### src/rtl/imem_loader_pkg.sv
// Shared definitions for the serial instruction-memory loader: FSM states,
// the default frame start byte and the frame layout constants.
package imem_loader_pkg;

  typedef enum logic [2:0] {
    StIdle,
    StLenLo,
    StLenHi,
    StData,
    StWrite,
    StCsum,
    StDone,
    StError
  } loader_state_e;

  localparam logic [7:0] MagicDefault = 8'hA5;

  // Byte positions within a frame header; data starts right after the length.
  localparam int unsigned PosMagic     = 0;
  localparam int unsigned PosLenLo     = 1;
  localparam int unsigned PosLenHi     = 2;
  localparam int unsigned PosData      = 3;
  localparam int unsigned BytesPerWord = 4;

  function automatic logic [31:0] word_byte_addr(input logic [15:0] idx);
    return {14'd0, idx, 2'b00};
  endfunction

endpackage

### src/rtl/loader_word_assembler.sv
// Collects data bytes little-endian into a 32-bit word, counts bytes within the
// word and keeps the running XOR checksum of every data byte in the frame.
module loader_word_assembler
  import imem_loader_pkg::*;
(
  input  logic        clk,
  input  logic        rst,
  input  logic        clear,
  input  logic        shift_en,
  input  logic [7:0]  byte_in,
  output logic [31:0] word_next,
  output logic        last_byte,
  output logic [7:0]  csum
);

  logic [31:0] word_q;
  logic [1:0]  cnt_q;
  logic [7:0]  csum_q;

  // Shifting in from the top leaves the first byte in [7:0] after four shifts.
  assign word_next = {byte_in, word_q[31:8]};
  assign last_byte = (cnt_q == 2'(BytesPerWord - 1));
  assign csum      = csum_q;

  always_ff @(posedge clk) begin
    if (rst || clear) begin
      word_q <= '0;
      cnt_q  <= '0;
      csum_q <= '0;
    end else if (shift_en) begin
      word_q <= word_next;
      cnt_q  <= cnt_q + 2'd1;
      csum_q <= csum_q ^ byte_in;
    end
  end

endmodule

### src/rtl/imem_loader.sv
// Receives a framed program image over a byte stream, writes it word by word
// into instruction memory and holds the core in reset until a good load.
module imem_loader
  import imem_loader_pkg::*;
#(
  parameter int unsigned MAX_WORDS = 64,
  parameter logic [7:0]  MAGIC     = MagicDefault
) (
  input  logic        clk,
  input  logic        rst,
  input  logic [7:0]  rx_data,
  input  logic        rx_valid,
  output logic        rx_ready,
  output logic        imem_we,
  output logic [31:0] imem_addr,
  output logic [31:0] imem_wdata,
  output logic        core_rst,
  output logic        load_done,
  output logic        load_err
);

  localparam int unsigned IdxW = (MAX_WORDS > 1) ? $clog2(MAX_WORDS) : 1;

  loader_state_e   state_q;
  logic [7:0]      len_lo_q;
  logic [15:0]     len_q;
  logic [IdxW-1:0] idx_q;

  logic            accept;
  logic            start;
  logic            data_byte;
  logic            last_byte;
  logic            idx_last;
  logic [15:0]     len_rx;
  logic [31:0]     word_next;
  logic [7:0]      csum;

  // Only WRITE stalls the stream, so a byte offered then simply waits a cycle.
  assign rx_ready  = (state_q != StWrite);
  assign accept    = rx_valid & rx_ready;
  assign start     = accept && (rx_data == MAGIC) &&
                     (state_q inside {StIdle, StDone, StError});
  assign data_byte = accept && (state_q == StData);
  assign len_rx    = {rx_data, len_lo_q};
  assign idx_last  = ((16'(idx_q) + 16'd1) == len_q);

  loader_word_assembler u_word_assembler (
    .clk       (clk),
    .rst       (rst),
    .clear     (start),
    .shift_en  (data_byte),
    .byte_in   (rx_data),
    .word_next (word_next),
    .last_byte (last_byte),
    .csum      (csum)
  );

  always_ff @(posedge clk) begin
    if (rst) begin
      state_q    <= StIdle;
      len_lo_q   <= '0;
      len_q      <= '0;
      idx_q      <= '0;
      imem_we    <= 1'b0;
      imem_addr  <= '0;
      imem_wdata <= '0;
      core_rst   <= 1'b1;
      load_done  <= 1'b0;
      load_err   <= 1'b0;
    end else begin
      imem_we <= 1'b0;
      unique case (state_q)
        StIdle, StDone, StError: begin
          if (start) begin
            state_q   <= StLenLo;
            core_rst  <= 1'b1;
            load_done <= 1'b0;
            load_err  <= 1'b0;
            idx_q     <= '0;
          end
        end
        StLenLo: begin
          if (accept) begin
            len_lo_q <= rx_data;
            state_q  <= StLenHi;
          end
        end
        StLenHi: begin
          if (accept) begin
            len_q <= len_rx;
            if (32'(len_rx) > MAX_WORDS) begin
              state_q  <= StError;
              load_err <= 1'b1;
            end else if (len_rx == 16'd0) begin
              state_q <= StCsum;
            end else begin
              state_q <= StData;
            end
          end
        end
        StData: begin
          if (data_byte && last_byte) begin
            state_q    <= StWrite;
            imem_we    <= 1'b1;
            imem_wdata <= word_next;
            imem_addr  <= word_byte_addr(16'(idx_q));
          end
        end
        StWrite: begin
          // Index stays on the last word so it never reaches MAX_WORDS.
          if (idx_last) begin
            state_q <= StCsum;
          end else begin
            state_q <= StData;
            idx_q   <= idx_q + IdxW'(1);
          end
        end
        StCsum: begin
          if (accept) begin
            if (rx_data == csum) begin
              state_q   <= StDone;
              core_rst  <= 1'b0;
              load_done <= 1'b1;
            end else begin
              state_q  <= StError;
              load_err <= 1'b1;
            end
          end
        end
        default: state_q <= StIdle;
      endcase
    end
  end

endmodule

### config.mk
export PLATFORM = sky130hd
export DESIGN_NAME = imem_loader
export DESIGN_NICKNAME = d
export VERILOG_FILES = /design/src/rtl/imem_loader_pkg.sv /design/src/rtl/loader_word_assembler.sv /design/src/rtl/imem_loader.sv
export SDC_FILE = /design/constraint.sdc
export NUM_CORES = 1
export LEC_CHECK = 0
export CELL_PAD_IN_SITES_DETAIL_PLACEMENT = 0
export CELL_PAD_IN_SITES_GLOBAL_PLACEMENT = 1
export CORE_MARGIN = 1
export CORE_UTILIZATION = 35
export DETAILED_ROUTE_END_ITERATION = 16
export GPL_TIMING_DRIVEN = 0
export PLACE_DENSITY = 0.8
export SYNTH_ARGS = -nofsm -noshare
export SYNTH_HDL_FRONTEND = slang
export SYNTH_SLANG_ARGS = --single-unit
### constraint.sdc
create_clock -name clk -period 2.3 [get_ports clk]
set_input_delay 0.23 -clock clk [delete_from_list [all_inputs] [get_ports clk]]
set_output_delay 0.23 -clock clk [all_outputs]
set_load 0.005 [all_outputs]
==> results.md, run 1 <==
- Area Growth Syn to Fin: 26.58%
- Routed vias: 4334
- TritonCTS clock tree: built
- Yosys top cell area share: 0.4706
- Number of buffers created by CTS: 9
- Mean Syn Cell Area: 7.819 µm²
- N_diodes: 0
- Leak: 2.033 nW
- GP Congestion: 0.9076
- Initial antenna violation count: 0
- Met1 WL: 6.096 mm
- Number of top-level pins: 80
- Critical path required time: 2.52 ns
- Crit Path Category: input port to flip-flop
- DRT Pass-1 Iters: 5
- Final core occ: 0.4595
- Synth unique cells: 48
- Die width: 117.1 µm
- Detailed placement HPWL: 9.234 mm
- Cell with the most instances after synthesis: nand2_1
- Slew HR: 0.4577
- Arrival time worst endpoint: 2.42 ns
- DR top layer: met4
- Vias in the first global route: 3915
- Slew Viols, Final: 0
- #FFs+latches synth: 109
- Synthesis Warnings: 0
- Drt initial violations: 395
- Port Buf Inserts: 52
- WL final: 12.76 mm
- Fmax: 454.8 MHz
- Tightest Pin Transition: 0.8072 ns
- Clock buffer depth: 2
- Avg WL per Cell: 14.82 µm
- Mapped Cells: 593
- Final WS setup: 0.1013 ns
- CTS root buf: clkbuf_16
- Clock skew: 0.006545 ns
- Slowest CP cell: clkdlybuf4s50_1
- All-Layer GR Usage: 0.1942
- Post-synth top area cell: dfxtp_1
- Post-synth top flop: dfxtp_1
- Post-synth top cells: nand2_1 (188), dfxtp_1 (109), a21oi_1 (91)
- Inst Count DP: 842
- First-pass GRT wire length: 20.19 mm
- Vias per cell: 5.034
- DR WL met3: 621 µm
- Fill cells: 1271
- Pwr Density: 625.8 nW/µm²
- Sink Count: 109
- Crit path cell chain: clkdlybuf4s50_1, nand4_1, or3_1, a32oi_1, mux2i_1, a21oi_1
- Die area: 13710 µm²
- Share of cells above drive strength 1: 0.09724
- Worst-path fanout max: 7
- Mapped Area: 4637 µm²
- DP Worst Slack: -0.8252 ns
- Startpoint types: input port
- CP delay by family, top: buffers and inverters
- Clk_lat worst skew: 0.35 ns
- Status: finished, final reports clean
- Peak per-stage delay on the critical path: 0.78 ns
- Final min period: 2.199 ns
- Unrepaired setup endpoints after global routing: no
- Final #Nets: 697
- Post-synth EDFFs: 0
- Largest cells by area after synthesis: dfxtp_1 (47%), nand2_1 (15%), a21oi_1 (9.8%)
- Count of non-filler cells in the finished layout: 861
- Final antenna-violating net count: 0
- Initial core utilization: 0.3630
- Final period utilization: 0.9560
- Asr flop ratio synth: 0
- Worst hold-check path type: input port to flip-flop
- Largest net degree at the start of global routing: 20
- Chip height: 117.1 µm
- Maximum vdd drop: 0.0002804 V
- # setup viols final: 0
- Remaining global-route overflow: 0
- Worst-path clk slew: 0.07 ns
- Max-cap violations: 0
- Worst Path Buf+Inv: 1
- Cell Rows: 41
- Final hold viol count: 0
- Critical Path Sink Type: flip-flop
- Metal2 WL: 5.733 mm
- Sequential-to-total area share from yosys stat: 0.4706
- DRC errors left: 0
- H-tree depth: 3
- Core Box Area: 12770 µm²
path summary, 6_finish.rpt:
path                              from                         to  depth (start not counted)  slack, ns
min                         rx_data[2]     len_q[10]$_SDFFE_PP0P_                          3       0.35
min reg2reg  imem_addr[5]$_SDFFE_PP0P_  imem_addr[5]$_SDFFE_PP0P_                          2       0.46
max                         rx_data[5]    state_q[1]$_SDFFE_PP0P_                          6       0.10
max reg2reg      idx_q[0]$_SDFFE_PP0P_    state_q[2]$_SDFFE_PP0P_                          6       0.10
report_power, final:
part           internal, mW  switching, mW
Clock                 0.893          0.750
Combinational        0.0533         0.0926
Sequential             1.88       0.000309
registers in the layout, indices dropped and copies added (netlist names):
signal,cells
core_rst,1
idx_q,6
imem_addr,6
imem_wdata,32
imem_we,1
len_lo_q,8
len_q,16
load_done,1
load_err,1
state_q,3
u_word_assembler.cnt_q,2
u_word_assembler.csum,8
u_word_assembler.word_q,24
cells in the final DEF, fill, tap and decap left out, types with 7 or more instances in the layout:
cell / count
a21oi_1: 91
clkdlybuf4s50_1: 48
nor2_1: 17
o21ai_0: 14
xor2_1: 17
nor3_1: 9
nand2_1: 188
xnor2_1: 7
clkbuf_1: 24
buf_4: 29
clkbuf_16: 9
conb_1: 26
dfxtp_1: 107
what timing repair did:
action,CTS,global route
setup endpoints to repair,81,26
pin swaps,2,4
hold buffers,0,0
gates resized for setup,17,8
buffers inserted,2,1
per-stage QoR:
| step | total power [mW] | hold slack, ns | area (µm²) | setup TNS (ns) |
|---|---|---|---|---|
| 5_1_grt | 3.795 | 0.3738 | 5869 | 0 |
| 4_1_cts | 3.701 | 0.3464 | 5849 | 0 |
| 3_3_place_gp | 2.073 | 0.4365 | 5466 | -45.88 |
| 2_1_floorplan | 2.015 | 0.3660 | 4731 | 0 |
| 6_report | 3.673 | 0.3526 | 5869 | 0 |
| 3_5_place_dp | 2.073 | 0.4461 | 5466 | -51.22 |
cell families after synthesis:
kind of cell,Yosys count,share of synthesized area
and+or+nand+nor,255,0.2329
buffers and inverters,66,0.07663
other,1,0.0008087
DFF,109,0.4706
xor gates and xnor gates,24,0.04533
muxes,2,0.004317
AOI/OAI and AO/OA,134,0.1641
adders and majority gates,2,0.005396
layout make-up:
type,instances,area (µm²),area share
tap,172,215.2,0.03667
sequential,109,2187,0.3726
clock buffer,10,239.0,0.04072
clock inverter,6,75.07,0.01279
inverter,6,22.52,0.003837
timing repair buffer,55,538.0,0.09166
buffer,60,340.3,0.05798
multi-input combinational,443,2252,0.3837
layer usage:
layer / GRT usage / vias up
li1: - / 2131
met3: 0.03090 / 23
met5: 0 / -
met4: 0.08776 / 0
met1: 0.2701 / 2032
met2: 0.2959 / 148
worst min-delay path, delay by kind of cell:
kind | cells | cell delay [ns]
buf+inv | 1 | 0.24
compound gates | 1 | 0.06
simple gates | 1 | 0.12
No activity file was read; power rests on OpenSTA's default activity.
==> run 2, diff against run 1 <==
--- a/config.mk
+++ b/config.mk
@@ -5,13 +5,14 @@
 export SDC_FILE = /design/constraint.sdc
 export NUM_CORES = 1
 export LEC_CHECK = 0
+export CAP_MARGIN = 20
 export CELL_PAD_IN_SITES_DETAIL_PLACEMENT = 0
 export CELL_PAD_IN_SITES_GLOBAL_PLACEMENT = 1
 export CORE_MARGIN = 1
 export CORE_UTILIZATION = 35
 export DETAILED_ROUTE_END_ITERATION = 16
 export GPL_TIMING_DRIVEN = 0
-export PLACE_DENSITY = 0.8
+export PLACE_DENSITY = 0.87
 export SYNTH_ARGS = -nofsm -noshare
 export SYNTH_HDL_FRONTEND = slang
 export SYNTH_SLANG_ARGS = --single-unit
==> run 2 against run 1 <==
  * Clock skew up 0.0026 ns
  * Via count decreased by 0.60%
  * Fmax decreased by 2.8%
  * Clock power about the same
  * Critical path depth is the same
  * First-iteration DRC count shrank 9.1%
  * Die area unchanged
  * Non-clock buffer count shrank 1
==> results.md, run 2 (synthesis results as in run 1) <==
- Reg2Reg Setup Slack: 0.04 ns (-0.06 ns)
- N_diodes: 0 (unchanged)
- Startpoint types: flip-flop
- Maximum vdd drop: 0.0003684 V (+31%)
- CTS root buf: clkbuf_16
- Critical register-to-register path startpoint: idx_q[0]$_SDFFE_PP0P_
- Final min period: 2.262 ns (+0.06373 ns)
- Unrepaired setup endpoints after global routing: yes
- DP Worst Slack: -0.8163 ns (+0.008882 ns)
- Crit path cell chain: ha_4, and4_1, a2111o_1, a211o_1, or4_1, a31oi_1
- Port Buf Inserts: 52 (unchanged)
- Arrival time worst endpoint: 2.55 ns (+0.13 ns)
- Peak per-stage delay on the critical path: 0.52 ns (-0.26 ns)
- Most frequent cells in the layout: nand2_1 (188), dfxtp_1 (107), a21oi_1 (91)
- Vias per cell: 5.009 (-0.48%)
- Vias in the first global route: 4054 (+3.6%)
- Status: finished, final reports clean
- Count of non-filler cells in the finished layout: 860 (-0.12%)
- Cell Rows: 41 (unchanged)
- Final antenna-violating net count: 0 (unchanged)
- GP Congestion: 0.9244 (+1.9%)
- Max-cap violations: 0 (unchanged)
- Slew HR: 0.4634 (+0.005653)
- Leak: 2.040 nW (+0.37%)
- H-tree depth: 3 (unchanged)
- DRT Pass-1 Iters: 6 (+1)
- Sink Count: 109 (unchanged)
- Clock share of power: 0.452 (+0.005)
- Remaining global-route overflow: 0 (unchanged)
- Initial core utilization: 0.3630 (unchanged)
- Die area: 13710 µm² (unchanged)
- All-Layer GR Usage: 0.1927 (-0.001481)
- Final period utilization: 0.9837 (+0.02771)
- Largest register FFs: 32 (unchanged)
- Worst setup path start: idx_q[0]$_SDFFE_PP0P_
- Fill cells: 1208 (-5.0%)
- Crit Path Category: flip-flop to flip-flop
- Clk_lat worst skew: 0.36 ns (about the same)
- Chip height: 117.1 µm (unchanged)
- Area Growth Syn to Fin: 26.74%
- Largest net degree at the start of global routing: 22 (+10%)
- Final hold viol count: 0 (unchanged)
- Worst R2R End: state_q[2]$_SDFFE_PP0P_
- Drt initial violations: 359 (-9.1%)
- Number of top-level pins: 80 (unchanged)
- R2R cell count: 6 (unchanged)
- Worst hold-check path type: input port to flip-flop
- TritonCTS clock tree: built
- Initial antenna violation count: 0 (unchanged)
- Share of cells above drive strength 1: 0.09448 (-0.002766)
- Biggest register: imem_wdata
- # hold bufs at CTS: 0 (unchanged)
- Final WS setup: 0.03755 ns (-0.06373 ns)
- Pwr Density: 629.7 nW/µm² (+0.63%)
- WL final: 12.49 mm (-2.1%)
- Hold depth: 3 (unchanged)
- Slowest CP cell: or4_1
- Comb pwr share: 0.039 (about the same)
- Commonest non-fill, non-tap cell in the layout: nand2_1
- DRC errors left: 0 (unchanged)
- Clock buffer depth: 2 (unchanged)
- Core Box Area: 12770 µm² (unchanged)
- First-pass GRT wire length: 20.04 mm (-0.75%)
- Internal Dissipation: 2.823 mW (-0.24%)
- Slew Viols, Final: 0 (unchanged)
- Net Sw Frac: 0.2372 (+0.007575)
- Detailed placement HPWL: 9.102 mm (-1.4%)
- Worst-path clk slew: 0.08 ns (about the same)
- Register share of total power: 0.509 (-0.004)
- Largest regs: imem_wdata (32), u_word_assembler.word_q (24), len_q (16)
- Number of buffers created by CTS: 9 (unchanged)
- Psw: 0.8777 mW (+4.1%)
- Critical Path Sink Type: flip-flop
- Worst-path fanout max: 7 (unchanged)
- Inst Count DP: 842 (unchanged)
- Avg WL per Cell: 14.52 µm (-2.0%)
- Routed vias: 4308 (-0.60%)
- # setup viols final: 0 (unchanged)
- Worst Setup EP: state_q[2]$_SDFFE_PP0P_
- Die width: 117.1 µm (unchanged)
- Fmax: 442.0 MHz (-2.8%)
- Clock skew: 0.009148 ns (+0.002603 ns)
- Critical path required time: 2.58 ns (+0.06 ns)
- Tightest Pin Transition: 0.7988 ns (-0.008414 ns)
- Final #Nets: 696 (-0.14%)
[run 2: cell types whose count changed in the layout (fill, tap and decap cells not counted), moves of 2 or more]
cell      change
o311ai_0      +2
inv_6         -2
o311ai_1      -2
inv_8         +3
[run 2: final cells by class]
class,count,area [µm²],area share
Timing Repair Buffer,54,533.0,0.09070
Clock buffer,9,225.2,0.03832
Multi-Input combinational cell,443,2252,0.3832
Sequential cell,109,2190,0.3726
Tap cell,172,215.2,0.03662
Inverter,6,22.52,0.003832
Clock inverter,7,100.1,0.01703
Buffer,60,339.1,0.05770
[run 2: routing by layer]
layer  wire (µm)  vias up  part of all wire  GRT usage
li1            -     2132                 -          -
met2        5682      156              0.45     0.3101
met1        5651     1984              0.45     0.2480
met3         707       36             0.057    0.03090
met5           0        -                 0          0
met4         449        0             0.036     0.1046
[run 2: worst min path at each step]
stage,startpoint,to
6_report,rx_data[2],len_q[10]$_SDFFE_PP0P_
3_3_place_gp,len_q[12]$_SDFFE_PP0P_,len_q[12]$_SDFFE_PP0P_
2_1_floorplan,rx_data[3],len_q[11]$_SDFFE_PP0P_
4_1_cts,rx_data[2],len_q[10]$_SDFFE_PP0P_
3_5_place_dp,u_word_assembler.word_q[10]$_SDFFE_PP0P_,u_word_assembler.word_q[10]$_SDFFE_PP0P_
5_1_grt,rx_data[2],len_q[10]$_SDFFE_PP0P_
[run 2: critical path: cells and delay by family, from the launching register on]
family	cells	cell delay, ns
AO/OA/AOI/OAI	3	0.87
flip-flops	1	0.38
adder cells (fa/ha/maj)	1	0.19
AND/OR/NAND/NOR	2	0.75
[run 2: timing repair]
| item | in CTS | in global routing |
|---|---|---|
| gates resized for setup | 14 | 11 |
| pin swaps | 3 | 2 |
| buffers inserted | 2 | 0 |
| endpoints found under the setup margin | 75 | 18 |
[run 2: stage by stage]
stage	setup TNS [ns]	hold WS [ns]	area (µm²)	power (mW)	utilization
after global placement	-44.17	0.4361	5466	2.071	0.4280
after floorplan	0	0.3660	4731	2.015	-
after CTS	0	0.3433	5841	3.719	0.4572
after detailed placement	-48.70	0.4493	5466	2.072	0.4280
after global routing	-0.1258	0.3729	5877	3.809	0.4601
final	0	0.3605	5877	3.701	0.4601
[run 2: power groups by stage]
| stage | logic (mW) | clock network, mW | registers, mW |
|---|---|---|---|
| 2_1_floorplan | 0.0854 | 0 | 1.93 |
| 3_3_place_gp | 0.140 | 0 | 1.93 |
| 3_5_place_dp | 0.142 | 0 | 1.93 |
| 4_1_cts | 0.141 | 1.69 | 1.89 |
| 5_1_grt | 0.159 | 1.77 | 1.88 |
| 6_report | 0.145 | 1.67 | 1.88 |
==> run 3, diff against run 2 <==
--- a/config.mk
+++ b/config.mk
@@ -9,10 +9,11 @@
 export CELL_PAD_IN_SITES_DETAIL_PLACEMENT = 0
 export CELL_PAD_IN_SITES_GLOBAL_PLACEMENT = 1
 export CORE_MARGIN = 1
-export CORE_UTILIZATION = 35
+export CORE_UTILIZATION = 36
+export CTS_BUF_LIST = sky130_fd_sc_hd__clkbuf_2 sky130_fd_sc_hd__clkbuf_4 sky130_fd_sc_hd__clkbuf_8
 export DETAILED_ROUTE_END_ITERATION = 16
 export GPL_TIMING_DRIVEN = 0
-export PLACE_DENSITY = 0.87
+export PLACE_DENSITY = 0.89
 export SYNTH_ARGS = -nofsm -noshare
 export SYNTH_HDL_FRONTEND = slang
 export SYNTH_SLANG_ARGS = --single-unit
==> run 3 against run 2 <==
  * First-iteration DRC count increased by 20%
  * Sequential power about the same
  * Critical path depth unchanged
  * Combinational power hardly changed
  * Sequential share of layout area is 0.91 points higher
  * Worst setup slack worse by 0.0053 ns
  * Largest cell class unchanged
  * Largest power group unchanged
==> results.md, run 3 (synthesis results as in run 1) <==
- N_diodes: 0 (unchanged)
- Most frequent cells in the layout: nand2_1 (188), dfxtp_1 (105), a21oi_1 (91)
- Largest regs: imem_wdata (32), u_word_assembler.word_q (24), len_q (16)
- Worst-path fanout max: 7 (unchanged)
- WL final: 12.21 mm (-2.3%)
- Number of buffers created by CTS: 9 (unchanged)
- Final antenna-violating net count: 0 (unchanged)
- Worst-path clk slew: 0.11 ns (+0.03 ns)
- Detailed placement HPWL: 8.905 mm (-2.2%)
- Count of non-filler cells in the finished layout: 860 (unchanged)
- Max-cap violations: 0 (unchanged)
- All-Layer GR Usage: 0.1909 (-0.001817)
- Reg2Reg Setup Slack: 0.03 ns (about the same)
- Status: finished, final reports clean
- Arrival time worst endpoint: 2.58 ns (+0.03 ns)
- Final min period: 2.268 ns (+0.005284 ns)
- Die width: 115.5 µm (-1.4%)
- DRC errors left: 0 (unchanged)
- Clock buffer depth: 2 (unchanged)
- CTS root buf: clkbuf_8
- Leak: 1.979 nW (-3.0%)
- Fmax: 441.0 MHz (-0.23%)
- TritonCTS clock tree: built
- Routed vias: 4298 (-0.23%)
- Worst hold-check path type: input port to flip-flop
- Drt initial violations: 431 (+20%)
- GP Congestion: 0.9251 (about the same)
- Startpoint types: flip-flop
- Remaining global-route overflow: 0 (unchanged)
- Final period utilization: 0.9860 (+0.002297)
- Slew Viols, Final: 0 (unchanged)
- Vias in the first global route: 3942 (-2.8%)
- Overall Power: 3.171 mW (-14%)
- Initial antenna violation count: 0 (unchanged)
- H-tree depth: 3 (unchanged)
- Die area: 13340 µm² (-2.7%)
- Largest net degree at the start of global routing: 21 (-4.5%)
- Critical Path Sink Type: flip-flop
- First-pass GRT wire length: 19.79 mm (-1.2%)
- Final #Nets: 696 (unchanged)
- # hold bufs at CTS: 0 (unchanged)
- Crit Path Category: flip-flop to flip-flop
- Vias per cell: 4.998 (-0.23%)
- Chip height: 115.5 µm (-1.4%)
- Setup_tns: 0 ns (unchanged)
- Sink Count: 109 (unchanged)
- Cell Rows: 41 (unchanged)
- Commonest non-fill, non-tap cell in the layout: nand2_1
- Core Box Area: 12570 µm² (-1.6%)
- Share of cells above drive strength 1: 0.1017 (+0.007267)
- Pwr Density: 552.7 nW/µm² (-12%)
- Final hold viol count: 0 (unchanged)
- Slew HR: 0.4227 (-0.04069)
- Maximum vdd drop: 0.0002730 V (-26%)
- Number of top-level pins: 80 (unchanged)
- Port Buf Inserts: 52 (unchanged)
- Clk_lat worst skew: 0.39 ns (+0.03 ns)
- Tightest Pin Transition: 0.8594 ns (+0.06057 ns)
- Initial core utilization: 0.3689 (+0.005927)
- Largest register FFs: 32 (unchanged)
- Biggest register: imem_wdata
- Area Growth Syn to Fin: 23.72%
- Avg WL per Cell: 14.20 µm (-2.3%)
- Unrepaired setup endpoints after global routing: no
- Inst Count DP: 842 (unchanged)
- Clock skew: 0.009957 ns (+0.0008089 ns)
- Critical path required time: 2.62 ns (+0.04 ns)
- DRT Pass-1 Iters: 5 (-1)
- WHS: 0.3221 ns (-0.03847 ns)
- Final core occ: 0.4564 (-0.003638)
- # setup viols final: 0 (unchanged)
## run 3: metal layers
metal / vias up / GRT usage / routed length [µm]
met3: 33 / 0.02981 / 717
met2: 161 / 0.3130 / 5626
met1: 1982 / 0.2527 / 5553
met5: - / 0 / 0
met4: 0 / 0.07359 / 310
li1: 2122 / - / -
## run 3: final timing paths
path / start / cells after the start / to
max: idx_q[0]$_SDFFE_PP0P_ / 6 / state_q[2]$_SDFFE_PP0P_
min: rx_data[2] / 3 / len_q[10]$_SDFFE_PP0P_
max reg2reg: idx_q[0]$_SDFFE_PP0P_ / 6 / state_q[2]$_SDFFE_PP0P_
min reg2reg: imem_wdata[28]$_SDFFE_PP0P_ / 2 / imem_wdata[28]$_SDFFE_PP0P_
## run 3: worst max-delay path: stages (launching register included)
cell	delay [ns]
dfxtp_4	0.40
ha_4	0.19
and4_1	0.23
a2111o_1	0.41
a211o_1	0.26
or4_1	0.51
a31oi_1	0.19
## run 3: cell type report
cell class,count,area (µm²)
Fill cell,1236,6832
Multi-Input combinational cell,443,2250
Sequential cell,109,2190
Timing Repair Buffer,54,530.5
Buffer,60,340.3
Tap cell,172,215.2
Clock buffer,9,123.9
Clock inverter,7,65.06
Inverter,6,22.52
## run 3: power breakdown
part	switching [mW]	internal, mW
Combinational	0.0889	0.0530
Clock	0.720	0.423
Sequential	0.000268	1.89
## run 3: per-stage QoR
step	setup WS, ns	cell area, µm²
2_1_floorplan	0.09210	4731
3_3_place_gp	-0.6914	5466
3_5_place_dp	-0.7494	5466
4_1_cts	0.007606	5709
5_1_grt	0.002254	5737
6_report	0.03226	5737
## run 3: repair_timing
item	in CTS	in global routing
cloned	0	0
endpoints found under the setup margin	67	26
hold endpoints to repair	0	0
gates resized for setup	15	15
pin swaps	2	2
setup buffers	2	0
==> edit: new RTL, settings of run 1 <==
Reset style: asynchronous (`rst`), changed in one clocked block.
--- a/src/rtl/imem_loader.sv
+++ b/src/rtl/imem_loader.sv
@@ -55,7 +55,7 @@
     .csum      (csum)
   );
 
-  always_ff @(posedge clk) begin
+  always_ff @(posedge clk or posedge rst) begin
     if (rst) begin
       state_q    <= StIdle;
       len_lo_q   <= '0;
Check against the original RTL: differs if rst is asserted again (counterexample within 4 cycles, from zero or initial values and one cycle with rst high); with rst held inactive, the same outputs for 10 cycles.
==> edit against run 1 <==
Utilization shrank 0.51 points. Largest cell class is now flip-flops and latches. Critical endpoint is now rx_ready. Area after synthesis grew 4.4%. Sequential cell count stayed put. Count of clock-buffer cells in the layout is 1 lower. Cell area rose by 3.3%. Setup slack better by 0.0055 ns. Sequential share of layout area up 4.9 points. Die area up 4.3%. Wire length decreased by 21%.
Power is not compared: it rests on default switching activity, and its combinational part moved more than twofold at a synthesized area within 25%.
==> edit: results (changes against run 1) <==
via count=3358 (was 4334); vias in the first global route=3240 (was 3915); pre-CTS setup slack=-0.273 ns (was -0.825 ns); Worst Path Arrival=1.96 ns (was 2.42 ns); hpwl dp=7310 um (was 9230 um); placed cell count=686 (was 842); status=finished, final reports clean (unchanged); Main synth FF type=dfrtp_1 (was dfxtp_1); GRT Util Overall=14.9% (was 19.4%); commonest cells in the netlist=dfrtp_1, nand2_1, mux2_2, dfxtp_1, a21oi_1 (was nand2_1, dfxtp_1, a21oi_1, buf_4, clkbuf_1); PortBufs=53 (was 52); Slew HR=54.6% (was 45.8%); layout cells sized above 1=26.0% (was 9.72%); async set-reset flop share out of synthesis=68.8% (was 0%); reg2reg end=idx_q[2] (was state_q[2]); post-layout min period=2.19 ns (was 2.20 ns); first-pass GRT wire length=16800 um (was 20200 um); Cells after Synth=430 (was 593); initial DRC count=156 (was 395); critical path startpoint=state_q[1] (was rx_data[5]); Cell Area, Placed=0.00574 mm^2 (was 0.00547 mm^2); 1st-pass router iterations=4 (was 5); sequential cell area fraction in the yosys report=52.9% (was 47.1%); number of distinct library cells after synthesis=53 (was 48); Min-Delay Path Class=in -> async (was in -> reg); Post-CTS Setup Bufs=0 (was 2); crit path capture=rx_ready (was state_q[1]); RD Place Congestion=0.792 (was 0.908); drt total wl=10100 um (was 12800 um); Setup Skew=0.0108 ns (was 0.00655 ns); Filler cells=1296 (was 1271); worst stage delay on the critical path=0.47 ns (was 0.78 ns); Non-Filler Instances=702 (was 861); largest net degree at the start of global routing=41 (was 20); worst-path maximum fanout=10 (was 7)
==> edit: cell count changes in the layout (fill, tap and decap cells not counted), moves of 18 or more <==
| cell | run 1 | this run |
|---|---|---|
| a21oi_1 | 91 | 33 |
| dfxtp_1 | 107 | 34 |
| clkbuf_1 | 24 | 6 |
| dfrtp_1 | 0 | 74 |
| nand2_1 | 188 | 63 |
| mux2_2 | 0 | 62 |
==> edit: how the worst min path moves through the flow <==
stage | start | endpoint | slack [ns] | cells after the start
3_3_place_gp | u_word_assembler.word_q[9] | u_word_assembler.word_q[9] | 0.45 | 2
3_5_place_dp | u_word_assembler.word_q[9] | u_word_assembler.word_q[9] | 0.45 | 2
2_1_floorplan | rx_valid | state_q[0] | 0.33 | 1
6_report | rst | imem_addr[5] | 0.21 | 2
4_1_cts | rst | imem_addr[4] | 0.22 | 2
5_1_grt | rst | imem_addr[4] | 0.23 | 2
==> edit: power groups by stage <==
stage | sequential (mW) | clock (mW) | combinational, mW
floorplan | 2.57 | 0 | 1.25
global placement | 2.64 | 0 | 1.58
detailed placement | 2.66 | 0 | 1.63
CTS | 2.62 | 1.62 | 1.66
global route | 2.68 | 1.71 | 1.83
finish | 2.62 | 1.58 | 1.66
==> edit: metrics by stage <==
step	TNS (ns)	hold WS [ns]
floorplan	0	0.334
global placement	-30.98	0.445
detailed placement	-8.40	0.451
CTS	0	0.216
global route	0	0.234
finish	0	0.209
==> edit: worst reg2reg max path, cell delays in order (launching register included) <==
cell and delay [ns]:
dfrtp_1 0.45, ha_1 0.29, nand3_1 0.24, o211ai_1 0.18
nor4_4 0.38, nand3_2 0.17, a21o_1 0.19, a32o_1 0.19
==> edit: per-layer routing <==
layer	GRT usage [%]	wire [um]	share of wire (%)
met2	23.2	4660	46
met5	0	0	0
met4	6.09	177	1.8
met3	2.80	410	4.1
met1	20.4	4850	48
==> edit: cells by family after synthesis <==
logic type                 count (synthesis)  synth area share, %
and+or+nand+nor                          113                 11.3
DFF                                      109                 52.9
muxes                                     66                 15.3
AOI/OAI and AO/OA                         58                 7.60
buffers and inverters                     54                 7.00
xor gates and xnor gates                  27                 5.32
adders and majority gates                  2                0.517
other                                      1               0.0775
==> edit: area by class of cell <==
cell class	count	area [um^2]	share of cell area, %
well taps	176	220	3.63
plain buffers	46	309	5.10
repair buffers	55	581	9.57
clock inverters	7	82.6	1.36
flip-flops and latches	109	2560	42.2
clock buffers	9	225	3.71
inverters	8	33.8	0.557
multi-input cells	292	2050	33.9
==> edit: timing repair <==
action / CTS / global route
resized for setup: 1 / 3
pin swaps: 0 / 0
gates cloned: 0 / 0
setup endpoints to repair: 1 / 31
